==> src/rtl/ahb_apb_bridge_mc.sv <==
// ---------------------------------------------------------------------------
// ahb_apb_bridge_mc
//
// Purpose:
//   Single-clock AHB-to-APB bridge. It fans out to up to 16 APB slaves and
//   decodes the slave from a 4-bit index field in HADDR. Each AHB transfer
//   is turned into one APB SETUP/ACCESS pair. An out-of-range slave index,
//   a slave error or an ACCESS-phase timeout all produce the standard
//   two-cycle AHB ERROR response.
//
// Ports:
//   clk, HRESETn      clock (rising edge) and asynchronous active-low reset
//   HSELAHB, HADDR,   AHB address phase: select, address, transfer type,
//   HTRANS, HWRITE    and direction
//   HWDATA            AHB write data, valid in the cycle after the address
//   HRDATA            registered read data returned to the AHB master
//   HREADY, HRESP     AHB ready / error response
//   PADDR, PWDATA,    APB address, write data and direction. These are held
//   PWRITE            stable from SETUP through the end of ACCESS.
//   PSEL, PENABLE     one-hot APB slave select and access-phase strobe
//   PRDATA, PREADY,   per-slave APB read data (slice i), ready and error
//   PSLVERR
// ---------------------------------------------------------------------------
module ahb_apb_bridge_mc #(
  parameter int ADDR_W      = 32,
  parameter int DATA_W      = 32,
  parameter int NUM_SLV     = 4,
  parameter int SEL_LSB     = 12,
  parameter int TIMEOUT_CYC = 16
) (
  input  logic                      clk,
  input  logic                      HRESETn,
  input  logic                      HSELAHB,
  input  logic [ADDR_W-1:0]         HADDR,
  input  logic [1:0]                HTRANS,
  input  logic                      HWRITE,
  input  logic [DATA_W-1:0]         HWDATA,
  output logic [DATA_W-1:0]         HRDATA,
  output logic                      HREADY,
  output logic                      HRESP,
  output logic [ADDR_W-1:0]         PADDR,
  output logic [DATA_W-1:0]         PWDATA,
  output logic                      PWRITE,
  output logic [NUM_SLV-1:0]        PSEL,
  output logic                      PENABLE,
  input  logic [NUM_SLV*DATA_W-1:0] PRDATA,
  input  logic [NUM_SLV-1:0]        PREADY,
  input  logic [NUM_SLV-1:0]        PSLVERR
);

  typedef enum logic [2:0] {
    S_IDLE,
    S_CAPTURE,
    S_SETUP,
    S_ACCESS,
    S_ERR1,
    S_ERR2
  } state_t;

  state_t              state_q, state_d;
  logic [ADDR_W-1:0]   addr_q, addr_d;
  logic                write_q, write_d;
  logic [3:0]          idx_q, idx_d;
  logic [DATA_W-1:0]   pwdata_q, pwdata_d;
  logic [DATA_W-1:0]   hrdata_q, hrdata_d;
  logic [7:0]          cnt_q, cnt_d;

  logic                apb_active;
  logic                xfer_valid;
  logic                idx_bad;
  logic                timeout_hit;
  logic [NUM_SLV-1:0]  psel_vec;
  logic                sel_ready;
  logic                sel_err;
  logic [DATA_W-1:0]   sel_rdata;

  // HREADY is high only in the two states that can take a new address
  // phase. That also makes the "valid transfer" qualifier state-aware.
  assign HREADY     = (state_q == S_IDLE) || (state_q == S_ERR2);
  assign HRESP      = (state_q == S_ERR1) || (state_q == S_ERR2);
  assign apb_active = (state_q == S_SETUP) || (state_q == S_ACCESS);
  assign xfer_valid = HSELAHB && HTRANS[1] && HREADY;

  // The index is compared at 5 bits so that NUM_SLV = 16 still works.
  assign idx_bad     = ({1'b0, idx_q} >= 5'(NUM_SLV));
  // The counter holds the number of stalled ACCESS cycles already seen.
  // The current stalled cycle is the one that may reach the limit.
  assign timeout_hit = (({1'b0, cnt_q} + 9'd1) >= 9'(TIMEOUT_CYC));

  assign PADDR   = addr_q;
  assign PWDATA  = pwdata_q;
  assign PWRITE  = write_q;
  assign PSEL    = psel_vec;
  assign PENABLE = (state_q == S_ACCESS);
  assign HRDATA  = hrdata_q;

  // Slave decode. Only the indexed slave drives PSEL and is listened to.
  // CAPTURE has already rejected out-of-range indices, so at most one bit
  // can match.
  always_comb begin
    psel_vec  = '0;
    sel_ready = 1'b0;
    sel_err   = 1'b0;
    sel_rdata = '0;
    for (int i = 0; i < NUM_SLV; i++) begin
      if (apb_active && (idx_q == 4'(i))) begin
        psel_vec[i] = 1'b1;
        sel_ready   = PREADY[i];
        sel_err     = PSLVERR[i];
        sel_rdata   = PRDATA[i*DATA_W +: DATA_W];
      end
    end
  end

  // Next-state and datapath. The address-phase latch is shared by IDLE and
  // ERR2, so it sits ahead of the case statement.
  always_comb begin
    state_d  = state_q;
    addr_d   = addr_q;
    write_d  = write_q;
    idx_d    = idx_q;
    pwdata_d = pwdata_q;
    hrdata_d = hrdata_q;
    cnt_d    = cnt_q;

    if (xfer_valid) begin
      addr_d  = HADDR;
      write_d = HWRITE;
      idx_d   = HADDR[SEL_LSB +: 4];
    end

    case (state_q)
      S_IDLE: begin
        if (xfer_valid) begin
          state_d = S_CAPTURE;
        end
      end
      S_CAPTURE: begin
        if (write_q) begin
          pwdata_d = HWDATA;
        end
        state_d = idx_bad ? S_ERR1 : S_SETUP;
      end
      S_SETUP: begin
        cnt_d   = '0;
        state_d = S_ACCESS;
      end
      S_ACCESS: begin
        if (sel_ready) begin
          if (sel_err) begin
            state_d = S_ERR1;
          end else begin
            if (!write_q) begin
              hrdata_d = sel_rdata;
            end
            state_d = S_IDLE;
          end
        end else if (timeout_hit) begin
          state_d = S_ERR1;
        end else begin
          cnt_d = cnt_q + 8'd1;
        end
      end
      S_ERR1: begin
        state_d = S_ERR2;
      end
      S_ERR2: begin
        state_d = xfer_valid ? S_CAPTURE : S_IDLE;
      end
      default: begin
        state_d = S_IDLE;
      end
    endcase
  end

  // All state resets asynchronously. PSEL and PENABLE are decoded from
  // state, so they drop the moment HRESETn falls.
  always_ff @(posedge clk or negedge HRESETn) begin
    if (!HRESETn) begin
      state_q  <= S_IDLE;
      addr_q   <= '0;
      write_q  <= 1'b0;
      idx_q    <= '0;
      pwdata_q <= '0;
      hrdata_q <= '0;
      cnt_q    <= '0;
    end else begin
      state_q  <= state_d;
      addr_q   <= addr_d;
      write_q  <= write_d;
      idx_q    <= idx_d;
      pwdata_q <= pwdata_d;
      hrdata_q <= hrdata_d;
      cnt_q    <= cnt_d;
    end
  end

endmodule

==> config.mk <==
export PLATFORM = sky130hd
export DESIGN_NAME = ahb_apb_bridge_mc
export DESIGN_NICKNAME = d
export VERILOG_FILES = /design/src/rtl/ahb_apb_bridge_mc.sv
export SDC_FILE = /design/constraint.sdc
export NUM_CORES = 1
export LEC_CHECK = 0
export ABC_AREA = 1
export CAP_MARGIN = 20
export CORE_ASPECT_RATIO = 1.4
export CORE_MARGIN = 3
export CORE_UTILIZATION = 35
export CTS_CLUSTER_SIZE = 14
export DETAILED_ROUTE_END_ITERATION = 10
export PLACE_DENSITY = 0.78
export SKIP_CTS_REPAIR_TIMING = 1
export SLEW_MARGIN = 10
export SYNTH_ARGS = -nofsm -noshare
export SYNTH_HDL_FRONTEND = slang
export SYNTH_SLANG_ARGS = --single-unit
==> constraint.sdc <==
create_clock -name clk -period 1.6 [get_ports clk]
set_input_delay 0.24 -clock clk [delete_from_list [all_inputs] [get_ports clk]]
set_output_delay 0.24 -clock clk [all_outputs]
set_load 0.05 [all_outputs]
=== After elaboration in Yosys (flattened, before gate mapping) ===
Index checks and enable logic that the tools add are counted.

* Multiplexer cells: 26
* Bitwise operators: 2
* Equal/unequal tests: 12
* Add/sub/neg operators: 2
* Reduce and logical (&&, ||, !) cells: 16
* Order comparisons: 2

{| class="wikitable"
|+ Operators with widths
! operator !! number
|-
| two-way mux 32 bit || 4
|-
| case mux 3 bit (6 select lines) || 1
|-
| two-way mux 8 bit || 2
|-
| case mux 8 bit (2 select lines) || 1
|-
| two-way mux 3 bit || 5
|-
| two-way mux 1 bit || 13
|-
| adder 8 x 1 -> 9 bit, second input constant || 1
|-
| greater-or-equal comparator 9 x 5 -> 1 bit, second input constant || 1
|-
| adder 8 x 1 -> 8 bit, second input constant || 1
|-
| == test 4 x 2 -> 1 bit, second input constant || 2
|-
| == test 3 x 2 -> 1 bit, second input constant || 2
|-
| == test 3 bit, second input constant || 2
|-
| logical AND 1 bit || 6
|-
| inequality test 2 bit, second input constant || 3
|-
| == test 4 x 1 -> 1 bit, second input constant || 1
|-
| greater-or-equal comparator 4 x 3 -> 1 bit, second input constant || 1
|-
| logical NOT 4 bit || 1
|-
| AND reduction 2 bit || 2
|-
| AND reduction 4 bit || 1
|-
| == test 3 x 1 -> 1 bit, second input constant || 1
|-
| logical NOT 3 bit || 1
|-
| logical OR 1 bit || 3
|-
| inequality test 3 x 1 -> 1 bit, second input constant || 1
|-
| AND reduction 3 bit || 1
|-
| other kinds (2) || 3
|}

* Logic and storage cells: 67
* Bits in registers: 112
* Output and inout port bits: 104
* Input port bits: 206

=== Depth between registers and ports, before layout ===
* Depth after elaboration: 10
* Depth in mapped cells: 12
* Gate-level depth less buffers: 11

=== Worst setup path before layout ===
No wires, ideal clock.

* Path type: register to register
* Start: reg PADDR[13] (netlist name)
* End: reg hrdata_q[22], in the netlist HRDATA[22]
* Library setup time: 0.075 ns
* Stages on the path, launching flop included: 6
* Data arrival time: 2.137 ns
* Path buffers: 1
* Required time: 1.525 ns
* Setup slack: -0.612 ns
* Clock period less this slack: 2.212 ns
* Cells stage by stage: dfrtp_1 -> nand2_1 -> nor2_8 -> clkbuf_1 -> a21oi_1 -> o21ai_2

{| class="wikitable"
|+ RTL lines
! what !! RTL line !! text
|-
| end signal: assignment || 193 || <nowiki>hrdata_q <= hrdata_d;</nowiki>
|-
| end: declaration || 65 || <nowiki>logic [DATA_W-1:0] hrdata_q, hrdata_d;</nowiki>
|}

==> results.md <==
- The element type at the critical path end is an output pin.
- Measured in cells, the most critical reg-to-reg path has a length of 10.
- The final reports fail on negative setup slack.
- Across the run, the number of max-cap violations was 0.
- The count of input and output buffers is 308.
- The combinational share of power is 0.574.
- Of the total power, the share spent switching nets is 0.466.
- The total count of hold-check failures in the final report came to 0.
- The flow ran to the end, but the final reports show violations.
- The floorplan step set the die width to 110 um.
- The number of design rule violations left after detail routing is 0.
- The synthesized design contains 108 register bits.
- The die covers 16,800 sq um.
- The post-detailed-placement half-perimeter wirelength is 13.2 mm.
- The path with the worst hold slack has its endpoint at PADDR[10]$_DFFE_PN0P_.
- The maximum fanout count along the critical path is 5.
- The remaining global-route overflow is 0.
- The clock drives 108 sinks.
- The boundary pin count is 310.
- The net count after synthesis is 840.
- The final standard cell utilization of the core is 0.645.
- The pin count of the biggest net entering global routing is 40.
- The sequential group share of total power is 0.280.
- The clock reaches the later pin of the worst-skew pair after 350 ps.
- VDD sags by at most 1.04 mV.
- The worst path arrival time is 1550 ps.
- The average cell area after synthesis is 8.45 sq um.
- The number of nets in the layout is 1,194.
- The number of H-tree levels is 3.
- The reported net switching power is 6920 uW.
- The clock slew at the register clock pins of the worst setup and hold paths is 80 ps.
- The remaining antenna violation count after routing is 0.
- The clock passes through at most 2 buffers.
- The floorplan has 52 rows.
- The beginning of the worst register-to-register path is PADDR[15]$_DFFE_PN0P_.
- Across every metal layer, demand over resource in global routing totals 0.197.
- At the end of routability-driven placement, the weighted congestion stood at 0.820.
- The vertical die dimension is 152 um.
- The number of antenna violations at the first check in global routing is 1.
- The destination of the worst register-to-register timing path is HRDATA[29]$_DFFE_PN0P_.
- Setup total negative slack on the finished layout was measured at -6460 ps.
- The unique cell type count in the Yosys netlist is 30.
- The worst setup margin is -186 ps.
- The worst min-delay path category is in2reg.
- The startpoint of the most critical hold path is HADDR[10].
- Setup repair after global routing could not meet its margin everywhere.
- For this run, the number of Yosys warnings is 0.
- Cell internal power was estimated by the tool at 7930 uW.
- The share of the Yosys chip area taken by registers is 0.505.
- The static leakage is 0.00448 uW.
- Before antenna repair, the detailed router went through 4 iterations.
- In the final routed layout, each cell accounts on average for 15.6 um.
- The clock arrives with 8.06 ps of skew.
- Synthesis handed over a netlist of 633 instances.
- TritonCTS built the clock tree.
- The final critical path time including I/O delays and setup is 1790 ps.
- The number of global-route vias before repair is 5,415.
- The global-route wire length before repair is 27.0 mm.
- The post-route cell area is 9490 sq um.
- The cell area after technology mapping is 5350 sq um.
- The worst setup path is launched from a register.
- The number of violations reported at the end of detailed-routing iteration 0 is 229.
- The proportion of layout cells with a drive suffix above 1 is 0.272.
- The root buffer cell chosen for the clock tree is sky130_fd_sc_hd__clkbuf_16.
- The count of final max-slew check failures is 0.
- The TritonCTS buffer count is 9.
- Headroom to the max-slew limit came out at 0.640.
- For this design the ratio of total power to cell area is 1570 nW/um^2.
- The clock network fraction of design power is 0.146.
- The initial utilization of the core area, before any placement, comes to 0.364.
- In this run, placement finished with an instance count of 1,137.
- Once layout is complete, the cells apart from fillers number 1,182.
- Of the available clock period, the critical path in the final layout requires 1.12.
- The worst-case register-to-register setup slack is -180 ps.
- Once placement finished, the instance area stood at 8750 sq um.
- The worst setup path is of the reg2out kind.
- The setup-violating endpoint count in the final report is 48.
- The worst-margin pin slew is 539 ps.
- The area growth from synthesis to layout is 77.5%.
- At the worst endpoint, the required time is 1360 ps.
- The via total after detailed routing is 5,565.
- After detailed routing, the number of vias per cell comes to 4.71.
- The routed wire length is 18.4 mm.
- Derived from the worst setup path, the maximum achievable clock frequency is 560 MHz.
- The depth of the worst hold-timing path is 3.
- After floorplanning, the core was sized to cover 14,700 sq um.
critical path, stage by stage, from the launching register on:
cell and delay, ps:
sky130_fd_sc_hd__dfrtp_2 420, sky130_fd_sc_hd__buf_4 150, sky130_fd_sc_hd__nor2_4 110, sky130_fd_sc_hd__nand2_4 80, sky130_fd_sc_hd__nor2_8 170, sky130_fd_sc_hd__buf_12 140
sky130_fd_sc_hd__buf_12 130
registers in the layout (all words and copies together) (netlist names):
| signal | count |
|---|---|
| PADDR | 32 |
| cnt_q | 8 |
| PWRITE | 1 |
| PWDATA | 32 |
| state_q | 3 |
| HRDATA | 32 |
per-stage QoR:
step,setup WS [ps],hold slack [ps],power [uW]
2_1_floorplan,-52.2,-55.6,9290
3_3_place_gp,-103,264,12200
3_5_place_dp,-161,267,12400
4_1_cts,-427,-111,14600
5_1_grt,-279,422,15600
6_report,-186,418,14900
kinds of logic after synthesis:
kind of cell	count (synthesis)	share of synthesized area
AOI/OAI and AO/OA	67	0.0782
muxes	32	0.0674
buffers and inverters	62	0.0599
and+or+nand+nor	361	0.283
adders and majority gates	1	0.00234
xor gates and xnor gates	2	0.00328
DFF	108	0.505
how the worst max path moves through the flow:
stage,slack [ps],startpoint,to,depth (start not counted)
5_1_grt,-280,PADDR[14]$_DFFE_PN0P_,HRDATA[29]$_DFFE_PN0P_,10
6_report,-190,PADDR[15]$_DFFE_PN0P_,PSEL[3],6
3_5_place_dp,-160,cnt_q[0]$_DFFE_PN0P_,cnt_q[1]$_DFFE_PN0P_,11
3_3_place_gp,-100,cnt_q[0]$_DFFE_PN0P_,cnt_q[1]$_DFFE_PN0P_,11
2_1_floorplan,-50,PADDR[14]$_DFFE_PN0P_,HRDATA[0]$_DFFE_PN0P_,9
4_1_cts,-430,PADDR[15]$_DFFE_PN0P_,PSEL[3],6
cell usage in the layout (no fill, tap or decap), drive strengths merged, types with 2 or more instances in the layout:
cell type | synthesis | final
nor2 | 39 | 39
xor2 | 2 | 2
clkdlybuf4s50 | 0 | 203
a21oi | 27 | 27
o21ai | 38 | 38
nand2 | 265 | 265
nand3 | 51 | 51
dfrtp | 108 | 108
buf | 22 | 159
inv | 35 | 37
mux2 | 32 | 32
clkbuf | 5 | 17
nand4 | 5 | 5
clkinv | 0 | 3
layout make-up:
cell class              instances  area, sq um
diodes                          1         2.50
multi-input cells             463         2410
fillers                      1233         5220
clock inverters                 6         58.8
clock buffers                  10          229
repair buffers                370         3700
flip-flops and latches        108         2710
well taps                     189          236
inverters                      35          139
synth_stat cells:
master,n,share of area
sky130_fd_sc_hd__nand3_4,1,0.0033
sky130_fd_sc_hd__inv_2,1,0.00070
sky130_fd_sc_hd__nand2_1,261,0.18
sky130_fd_sc_hd__mux2_2,32,0.067
sky130_fd_sc_hd__o211ai_1,1,0.0014
sky130_fd_sc_hd__o21ai_2,20,0.033
sky130_fd_sc_hd__nor2_1,33,0.023
sky130_fd_sc_hd__nor3_1,1,0.00094
sky130_fd_sc_hd__xor2_1,2,0.0033
sky130_fd_sc_hd__dfrtp_1,108,0.51
sky130_fd_sc_hd__inv_4,1,0.0012
sky130_fd_sc_hd__buf_4,6,0.0084
sky130_fd_sc_hd__nand4_1,4,0.0047
sky130_fd_sc_hd__ha_1,1,0.0023
sky130_fd_sc_hd__a32o_1,1,0.0019
sky130_fd_sc_hd__o21ai_1,9,0.0084
sky130_fd_sc_hd__nor2_2,2,0.0023
sky130_fd_sc_hd__o21ai_0,9,0.0084
sky130_fd_sc_hd__clkbuf_1,5,0.0035
sky130_fd_sc_hd__nand4_2,1,0.0023
sky130_fd_sc_hd__nand2_4,2,0.0042
sky130_fd_sc_hd__nand3_1,50,0.047
sky130_fd_sc_hd__buf_6,6,0.013
sky130_fd_sc_hd__nor2_4,3,0.0063
sky130_fd_sc_hd__buf_2,10,0.0094
sky130_fd_sc_hd__nor2_8,1,0.0037
sky130_fd_sc_hd__inv_6,1,0.0016
sky130_fd_sc_hd__nand2_2,2,0.0023
sky130_fd_sc_hd__inv_1,32,0.022
sky130_fd_sc_hd__a21oi_1,27,0.025
metal layers:
metal,part of all wire,vias up,global-route usage
met5,0,-,0
met4,0.031,0,0.0763
met3,0.066,39,0.0552
met2,0.52,250,0.347
met1,0.38,2538,0.227
li1,-,2738,-
power by group through the flow:
stage / Combinational, uW / Clock [uW] / Sequential, uW
2_1_floorplan: 2100 / 0 / 7190
3_3_place_gp: 8060 / 0 / 4140
3_5_place_dp: 8170 / 0 / 4200
4_1_cts: 8180 / 2230 / 4150
5_1_grt: 9010 / 2340 / 4290
6_report: 8520 / 2170 / 4160
Power figures use the tool's default switching activity.
